[config.mk]
export PLATFORM = sky130hd
export DESIGN_NAME = multi_channel_request_fifo
export DESIGN_NICKNAME = d
export VERILOG_FILES = /design/src/rtl/multi_channel_request_fifo.sv
export SDC_FILE = /design/constraint.sdc
export NUM_CORES = 2
export LEC_CHECK = 0
export BUFFER_PORTS_ARGS = -buffer_cell sky130_fd_sc_hd__buf_2
export CELL_PAD_IN_SITES_DETAIL_PLACEMENT = 2
export CELL_PAD_IN_SITES_GLOBAL_PLACEMENT = 2
export CORE_MARGIN = 3
export CORE_UTILIZATION = 50
export DETAILED_ROUTE_END_ITERATION = 6
export PLACE_DENSITY_LB_ADDON = 0.1
export SYNTH_ARGS = -nofsm -noshare
export SYNTH_HDL_FRONTEND = slang
export SYNTH_SLANG_ARGS = --single-unit
[constraint.sdc]
create_clock -name i_clk -period 10.5 [get_ports i_clk]
set_input_delay 1.05 -clock i_clk [delete_from_list [all_inputs] [get_ports i_clk]]
set_output_delay 1.05 -clock i_clk [all_outputs]
set_load 0.01 [all_outputs]
[src/rtl/multi_channel_request_fifo.sv]
// Per-channel request FIFOs behind one write port, drained by a round-robin
// arbiter into a single registered valid/ready output stage.
module multi_channel_request_fifo #(
    parameter int DATA_WIDTH = 32,
    parameter int DEPTH_LOG2 = 4,
    parameter int NUM_CH     = 4,
    parameter int AFULL_TH   = 12,
    localparam int CH_W      = $clog2(NUM_CH),
    localparam int PW        = DEPTH_LOG2 + 1
) (
    input  logic                   i_clk,
    input  logic                   i_rst_n,
    input  logic                   i_wr_valid,
    input  logic [CH_W-1:0]        i_wr_ch,
    input  logic [DATA_WIDTH-1:0]  i_wr_data,
    output logic                   o_wr_ready,
    output logic                   o_rd_valid,
    output logic [CH_W-1:0]        o_rd_ch,
    output logic [DATA_WIDTH-1:0]  o_rd_data,
    input  logic                   i_rd_ready,
    input  logic [NUM_CH-1:0]      i_flush,
    output logic [NUM_CH*PW-1:0]   o_count,
    output logic [NUM_CH-1:0]      o_empty,
    output logic [NUM_CH-1:0]      o_full,
    output logic [NUM_CH-1:0]      o_afull,
    output logic                   o_wr_drop
);

    localparam int DEPTH = 2 ** DEPTH_LOG2;

    logic [DATA_WIDTH-1:0] mem [NUM_CH][DEPTH];
    logic [PW-1:0]         wr_ptr [NUM_CH];
    logic [PW-1:0]         rd_ptr [NUM_CH];
    logic [PW-1:0]         count  [NUM_CH];
    logic [CH_W-1:0]       rr_ptr;

    logic [NUM_CH-1:0]     eligible;
    logic [NUM_CH-1:0]     wr_acc;
    logic [NUM_CH-1:0]     pop_vec;
    logic                  out_free;
    logic                  grant_vld;
    logic [CH_W-1:0]       grant_ch;
    logic [CH_W-1:0]       cand;
    logic [DATA_WIDTH-1:0] head;

    for (genvar c = 0; c < NUM_CH; c++) begin : g_status
        assign o_count[c*PW +: PW] = count[c];
        assign o_empty[c]          = (count[c] == '0);
        assign o_full[c]           = (count[c] == PW'(DEPTH));
        assign o_afull[c]          = (count[c] >= PW'(AFULL_TH));
        assign eligible[c]         = (count[c] != '0) && !i_flush[c];
    end

    assign o_wr_ready = !o_full[i_wr_ch] && !i_flush[i_wr_ch];
    assign out_free   = !o_rd_valid || i_rd_ready || (i_flush[o_rd_ch] && o_rd_valid);

    always_comb begin
        wr_acc = '0;
        if (i_wr_valid && o_wr_ready) begin
            wr_acc[i_wr_ch] = 1'b1;
        end
    end

    // Search starts one past the last grant; i == NUM_CH wraps back to rr_ptr itself.
    always_comb begin
        grant_vld = 1'b0;
        grant_ch  = '0;
        cand      = '0;
        for (int i = 1; i <= NUM_CH; i++) begin
            cand = rr_ptr + CH_W'(i);
            if (!grant_vld && eligible[cand]) begin
                grant_vld = 1'b1;
                grant_ch  = cand;
            end
        end
    end

    always_comb begin
        pop_vec = '0;
        if (grant_vld && out_free) begin
            pop_vec[grant_ch] = 1'b1;
        end
    end

    assign head = mem[grant_ch][rd_ptr[grant_ch][DEPTH_LOG2-1:0]];

    always_ff @(posedge i_clk) begin
        if (i_wr_valid && o_wr_ready) begin
            mem[i_wr_ch][wr_ptr[i_wr_ch][DEPTH_LOG2-1:0]] <= i_wr_data;
        end
    end

    always_ff @(posedge i_clk) begin
        if (!i_rst_n) begin
            for (int c = 0; c < NUM_CH; c++) begin
                wr_ptr[c] <= '0;
                rd_ptr[c] <= '0;
                count[c]  <= '0;
            end
        end else begin
            for (int c = 0; c < NUM_CH; c++) begin
                if (i_flush[c]) begin
                    wr_ptr[c] <= '0;
                    rd_ptr[c] <= '0;
                    count[c]  <= '0;
                end else begin
                    if (wr_acc[c]) wr_ptr[c] <= wr_ptr[c] + PW'(1);
                    if (pop_vec[c]) rd_ptr[c] <= rd_ptr[c] + PW'(1);
                    if (wr_acc[c] && !pop_vec[c]) begin
                        count[c] <= count[c] + PW'(1);
                    end else if (!wr_acc[c] && pop_vec[c]) begin
                        count[c] <= count[c] - PW'(1);
                    end
                end
            end
        end
    end

    always_ff @(posedge i_clk) begin
        if (!i_rst_n) begin
            o_rd_valid <= 1'b0;
            o_rd_ch    <= '0;
            o_rd_data  <= '0;
            o_wr_drop  <= 1'b0;
            rr_ptr     <= CH_W'(NUM_CH - 1);
        end else begin
            o_wr_drop <= i_wr_valid && !o_wr_ready;
            if (out_free) begin
                if (grant_vld) begin
                    o_rd_valid <= 1'b1;
                    o_rd_ch    <= grant_ch;
                    o_rd_data  <= head;
                    rr_ptr     <= grant_ch;
                end else begin
                    o_rd_valid <= 1'b0;
                end
            end
        end
    end

endmodule

## Word level (Yosys, flattened, before mapping)

Memories as Yosys holds them, arrays and structs flattened.
Cells that the tools add are included.

| word-level totals | value |
|---|---|
| bits in registers | 38 |
| RAM bits | 2,108 |
| input port bits | 42 |
| output and inout port bits | 69 |
| word-level logic and storage cells | 276 |
| memories kept | 4 |

Memories:

| name | words | bits a word | rd ports | clocked after Yosys merged registers in | write ports | line | text |
|---|---|---|---|---|---|---|---|
| mem | 4 | 512 | 1 | 0 | 1 | 31 | `logic [DATA_WIDTH-1:0] mem [NUM_CH][DEPTH];` |
| count | 4 | 5 | 4 | 0 | 4 | 34 | `logic [PW-1:0] count [NUM_CH];` |
| rd_ptr | 4 | 5 | 5 | 0 | 4 | 33 | `logic [PW-1:0] rd_ptr [NUM_CH];` |
| wr_ptr | 4 | 5 | 5 | 0 | 4 | 32 | `logic [PW-1:0] wr_ptr [NUM_CH];` |

| cells by class | value |
|---|---|
| $add $sub $neg | 19 |
| order comparisons | 16 |
| equality and inequality tests | 4 |
| muxes and demuxes | 145 |
| bitwise operators | 30 |
| reductions and logical operators | 53 |

Operators with widths:

| operator | count |
|---|---|
| 512-bit 2-to-1 mux | 1 |
| 5-bit 2-to-1 mux | 28 |
| 32-bit binary-select mux with 4-bit select | 1 |
| 32-bit demux with 4-bit select | 1 |
| 1-bit 2-to-1 mux | 96 |
| 32-bit 2-to-1 mux | 3 |
| 5-bit by 1-bit adder with 5-bit output (second input constant) | 12 |
| 1-bit OR | 28 |
| 1-bit logical AND | 23 |
| 2-bit by 3-bit < comparator with 1-bit output (second input constant) | 7 |
| 5-bit == test (second input constant) | 4 |
| 5-bit by 4-bit >= comparator with 1-bit output (second input constant) | 4 |
| 5-bit zero test | 4 |
| 5-bit nonzero test | 4 |
| 5-bit by 1-bit subtractor with 5-bit output (second input constant) | 4 |
| 1-bit zero test | 19 |
| 1-bit binary-select mux with 2-bit select | 7 |
| 5-bit >= comparator (second input constant) | 2 |
| 4-bit NOT with 5-bit output | 2 |
| 2-bit 2-to-1 mux | 4 |
| 4-bit 2-to-1 mux | 2 |
| 5-bit by 1-bit < comparator with 1-bit output (second input constant) | 1 |
| 2-bit adder (second input constant) | 2 |
| 1-bit demux with 2-bit select | 2 |
| 4 further kinds | 6 |

## Logic depth before layout (Yosys ltp)

| depth | value |
|---|---|
| depth after elaboration | 27 |
| mapped depth | 18 |
| gate-level depth less buffers | 12 |

## Worst setup path after synthesis

Ideal clock, no wire load.

| path | value |
|---|---|
| kind | in2reg |
| start | input port i_wr_ch[1] |
| end | memory mem[1][100] in the netlist's numbering, enable pin |
| library setup time | 0.421 ns |
| arrival | 3.882 ns |
| data required time | 10.079 ns |
| slack | 6.196 ns |
| cell stages on the path | 5 |
| path buffers | 1 |
| path through | buf_1 mux4_2 nor3_1 nand2_1 nor2_1 |

| on the way | value |
|---|---|
| cells in the longest elaborated chain, start to end | 7 |
| elaborated cells on any way between the ends | 17 |
| classes of those cells | order compare: 2; mux: 8; bitwise: 1; reduce/logical: 5; memory: 1 |

RTL lines:

| item | line | text |
|---|---|---|
| from (decl) | 14 | `input logic [CH_W-1:0] i_wr_ch,` |
| memory 4 x 5 bit / 1-bit binary-select mux with 2-bit select (equally long branches) | - |  |
| 4-bit NOT with 5-bit output (implied by the code) / 1-bit 2-to-1 mux (equally long branches) | 89, 54 |  |
| 5-bit >= comparator (implied by the code) (tied with other cells) | 89 | `mem[i_wr_ch][wr_ptr[i_wr_ch][DEPTH_LOG2-1:0]] <= i_wr_data;` |
| 1-bit logical AND (on tied branches) | 89, 54 |  |
| 32-bit 2-to-1 mux (implied by the code) / 1-bit logical AND (equally long branches) | 89, 88 |  |
| 32-bit demux with 4-bit select / 1-bit 2-to-1 mux (equally long branches) | 89, 88 |  |
| 512-bit 2-to-1 mux (implied by the code) | 89 |  |
| to (decl) | 31 |  |

Parallel ways exist; a longest one is shown, timed or not. The select of a mux whose other input is x is not followed.

==> out/results.ini <==
[synth]
yosysTopAreaCell=edfxtp_1
yosys.area.top_type_share=0.727
synth_common_cells=edfxtp_1 (2100), mux2i_1 (1227), nand2_1 (594)
synth-edff-count=2100
ys_ff_latch=2138
syn_area_mm2=0.0868
synth-compound-area-share=0.0227
synth_flop_cell=edfxtp_1
ys_seq_area_frac=0.735
syn_nets=5291
synth_simple_gate_area_frac=0.0589
synth_top_family_by_area=multiplexers
syn_inst=5229
synthXorXnorAreaFrac=0.00262
yosysWarningCount=0
yosysMostFrequentCell=edfxtp_1
netlist_top_cells_area=edfxtp_1 (73%), mux2i_1 (14%), nand2_1 (2.6%)
synth_mux_area_frac=0.160
synth-async-reset-ratio=0
ys_types=65
synth_fa_ha_area_frac=0.00288
synth_area_per_cell_um2=16.6

[critical_path]
crit_top_cell=mux2i_1
path_buf_inv=6
critical_path.cell_chain=inv_1 > ha_1 > or4b_4 > inv_2 > o22ai_2 > a221oi_4 > buf_12 > buf_4 > buf_4 > buf_4 > mux2i_1 > mux2i_1 > mux2i_1 > mux2i_1 > mux2i_1 > o221ai_1
path_class=flip-flop to flip-flop
critical_path.top_delay_family=buffers and inverters
rr_endpoint=o_rd_data[29]
critPathMaxStageDelay_ps=960
cp-start-kind=flip-flop
crit_path_top_delay_cell=mux2i_1
r2r-start=count[0][0]
required_ps=11180
cp.arrival_ps=7730
cp_max_fo=113
r2r_cells=16
critPathCaptureType=flip-flop
r2r_setup_slack_ps=3450

[placement]
gp_congestion=0.754
numPortBuffers=110
place.detailed.hpwl_um=155000
dpl_worst_slack_ps=3510

[drt]
ant_nets=0
routedWlPerCell_um=38.2
drc=0
viasPerCell=6.43
drt_iter0_markers=5567
vias=50771
drt_wl_total_um=302000
dr.pass1.iters=7

[sta]
worst_pin_slew_ps=1360
min_period_ps=7050
period_share=0.672
worst_slack_ps=3450
fin_skew_ps=34.6
holdWs_ps=441
slew_headroom=0.0683
finalSetupTns_ps=0
max_freq_ghz=0.142
finalMaxSlewViolations=0
setup_violations=0
rsz0062_at_grt=false
final-hold-violation-count=0

[pwr]
p_sw_frac=0.332
seq_power_share=0.396
power.switching_w=0.00809
clkPwrFrac=0.327
power.static_leakage_nw=33.9
p_per_area_mw_per_mm2=250
ir_drop_mv=0.198
comb_power_share=0.276
intPower_w=0.0162

[global_route]
grt_pass1_wl_um=428000
grt_pass1_vias=55680
grt_max_degree=143
antenna_found_initial=18
track_usage=0.335
grt-ovfl-total=0

[cells_and_area]
fin_util=0.567
syn_to_final_growth_pct=12.4
final_nets=5450
layout-drive-gt1-share=0.129

[clock_network]
clk_pin_slew_worst_paths_ps=70
cts-root-buf=clkbuf_16
numClockSinks=2138
post_cts_resized=0
cts.htree.levels=4
cts_tree=built
cts_hold_buffers=0
cts_buffers=218
cts_setup_buffers=0
clkLatencyLatePin_ps=870
clockBufferDepth=3

[job]
maxCapViolCount=0

[min_path]
min_path_cells=3
holdPathEnd=o_wr_drop
min_path_type=input pin to flip-flop
hold_start=i_wr_valid

[floorplanning]
die_h_um=423
core_area_mm2=0.172
fp.dieW_um=423
ioPinCount=111
initial_utilization=0.504
row_count=152
die-area_mm2=0.179

[status]
outcome=completed

==> kinds of logic after synthesis <==
kind of cell    after synthesis
mux                        1299
simple gates               1171
fa+ha+maj                    20
flops                      2138
compound gates              258
buf+inv                     317
xor+xnor                     26
==> cells in the final DEF, fill, tap and decap left out, types with 31 or more instances in the layout <==
cell / netlist / layout
clkinv_2: 0 / 47
nand2_1: 594 / 593
mux2i_1: 1227 / 1226
nor2_4: 0 / 64
clkinv_1: 0 / 42
edfxtp_1: 2100 / 2100
buf_4: 39 / 121
a311oi_1: 72 / 72
clkbuf_1: 103 / 50
mux4_2: 67 / 67
o211ai_1: 33 / 33
and3_1: 80 / 79
a22oi_1: 31 / 31
dfxtp_1: 38 / 38
o221ai_1: 31 / 31
nand3_1: 186 / 186
or3_1: 35 / 35
clkbuf_16: 0 / 221
a21oi_1: 39 / 39
buf_2: 137 / 110
nor2_1: 221 / 157
==> sequential cells by signal, indices dropped and copies added (netlist names) <==
| signal | flops |
|---|---|
| o_rd_ch | 2 |
| rd_ptr | 16 |
| rr_ptr | 2 |
| o_wr_drop | 1 |
| o_rd_valid | 1 |
| count | 20 |
| wr_ptr | 16 |
| mem | 2048 |
| o_rd_data | 32 |
==> metal layers <==
metal / track usage / up-vias / share of wire
li1: - / 20540 / -
met1: 0.439 / 27242 / 0.39
met2: 0.568 / 2327 / 0.50
met3: 0.0485 / 654 / 0.066
met4: 0.129 / 8 / 0.043
met5: 0 / - / 0.00020
==> area by class of cell <==
type	instances	area, µm²
Antenna cell	4	10.0
Clock buffer	282	5870
Clock inverter	127	1210
Fill cell	14737	74600
Inverter	13	48.8
Multi-Input combinational cell	2774	22000
Sequential cell	2138	63800
Tap cell	2310	2890
Timing Repair Buffer	243	1700
==> tightest hold or removal path, delay by kind of cell <==
kind,cells,cell delay (ps)
simple gates,2,80
buf+inv,1,120
==> power groups by stage <==
stage,combinational [W],sequential (W),clock (W)
finish,0.00673,0.00964,0.00797
global route,0.00703,0.00964,0.00836
CTS,0.00664,0.00964,0.00804
detailed placement,0.00647,0.00982,0
global placement,0.00616,0.00982,0
floorplan,0.00422,0.00975,0
==> how the worst max path moves through the flow <==
stage	startpoint	end	depth (start not counted)
finish	count[0][0]	o_rd_data[29]	16
floorplan	i_wr_ch[1]	mem[1][100]	5
CTS	count[0][0]	o_rd_data[29]	16
global route	count[0][0]	o_rd_data[29]	16
global placement	i_flush[2]	o_rd_data[29]	13
detailed placement	i_flush[2]	o_rd_data[29]	13
==> through the flow <==
stage | std cells | total power, W | area [µm²]
floorplan | 5229 | 0.0140 | 86800
global placement | 7473 | 0.0160 | 90300
detailed placement | 7474 | 0.0163 | 90400
CTS | 7883 | 0.0243 | 97400
global route | 7889 | 0.0250 | 97500
finish | 7891 | 0.0243 | 97500
Power figures use the tool's default switching activity.
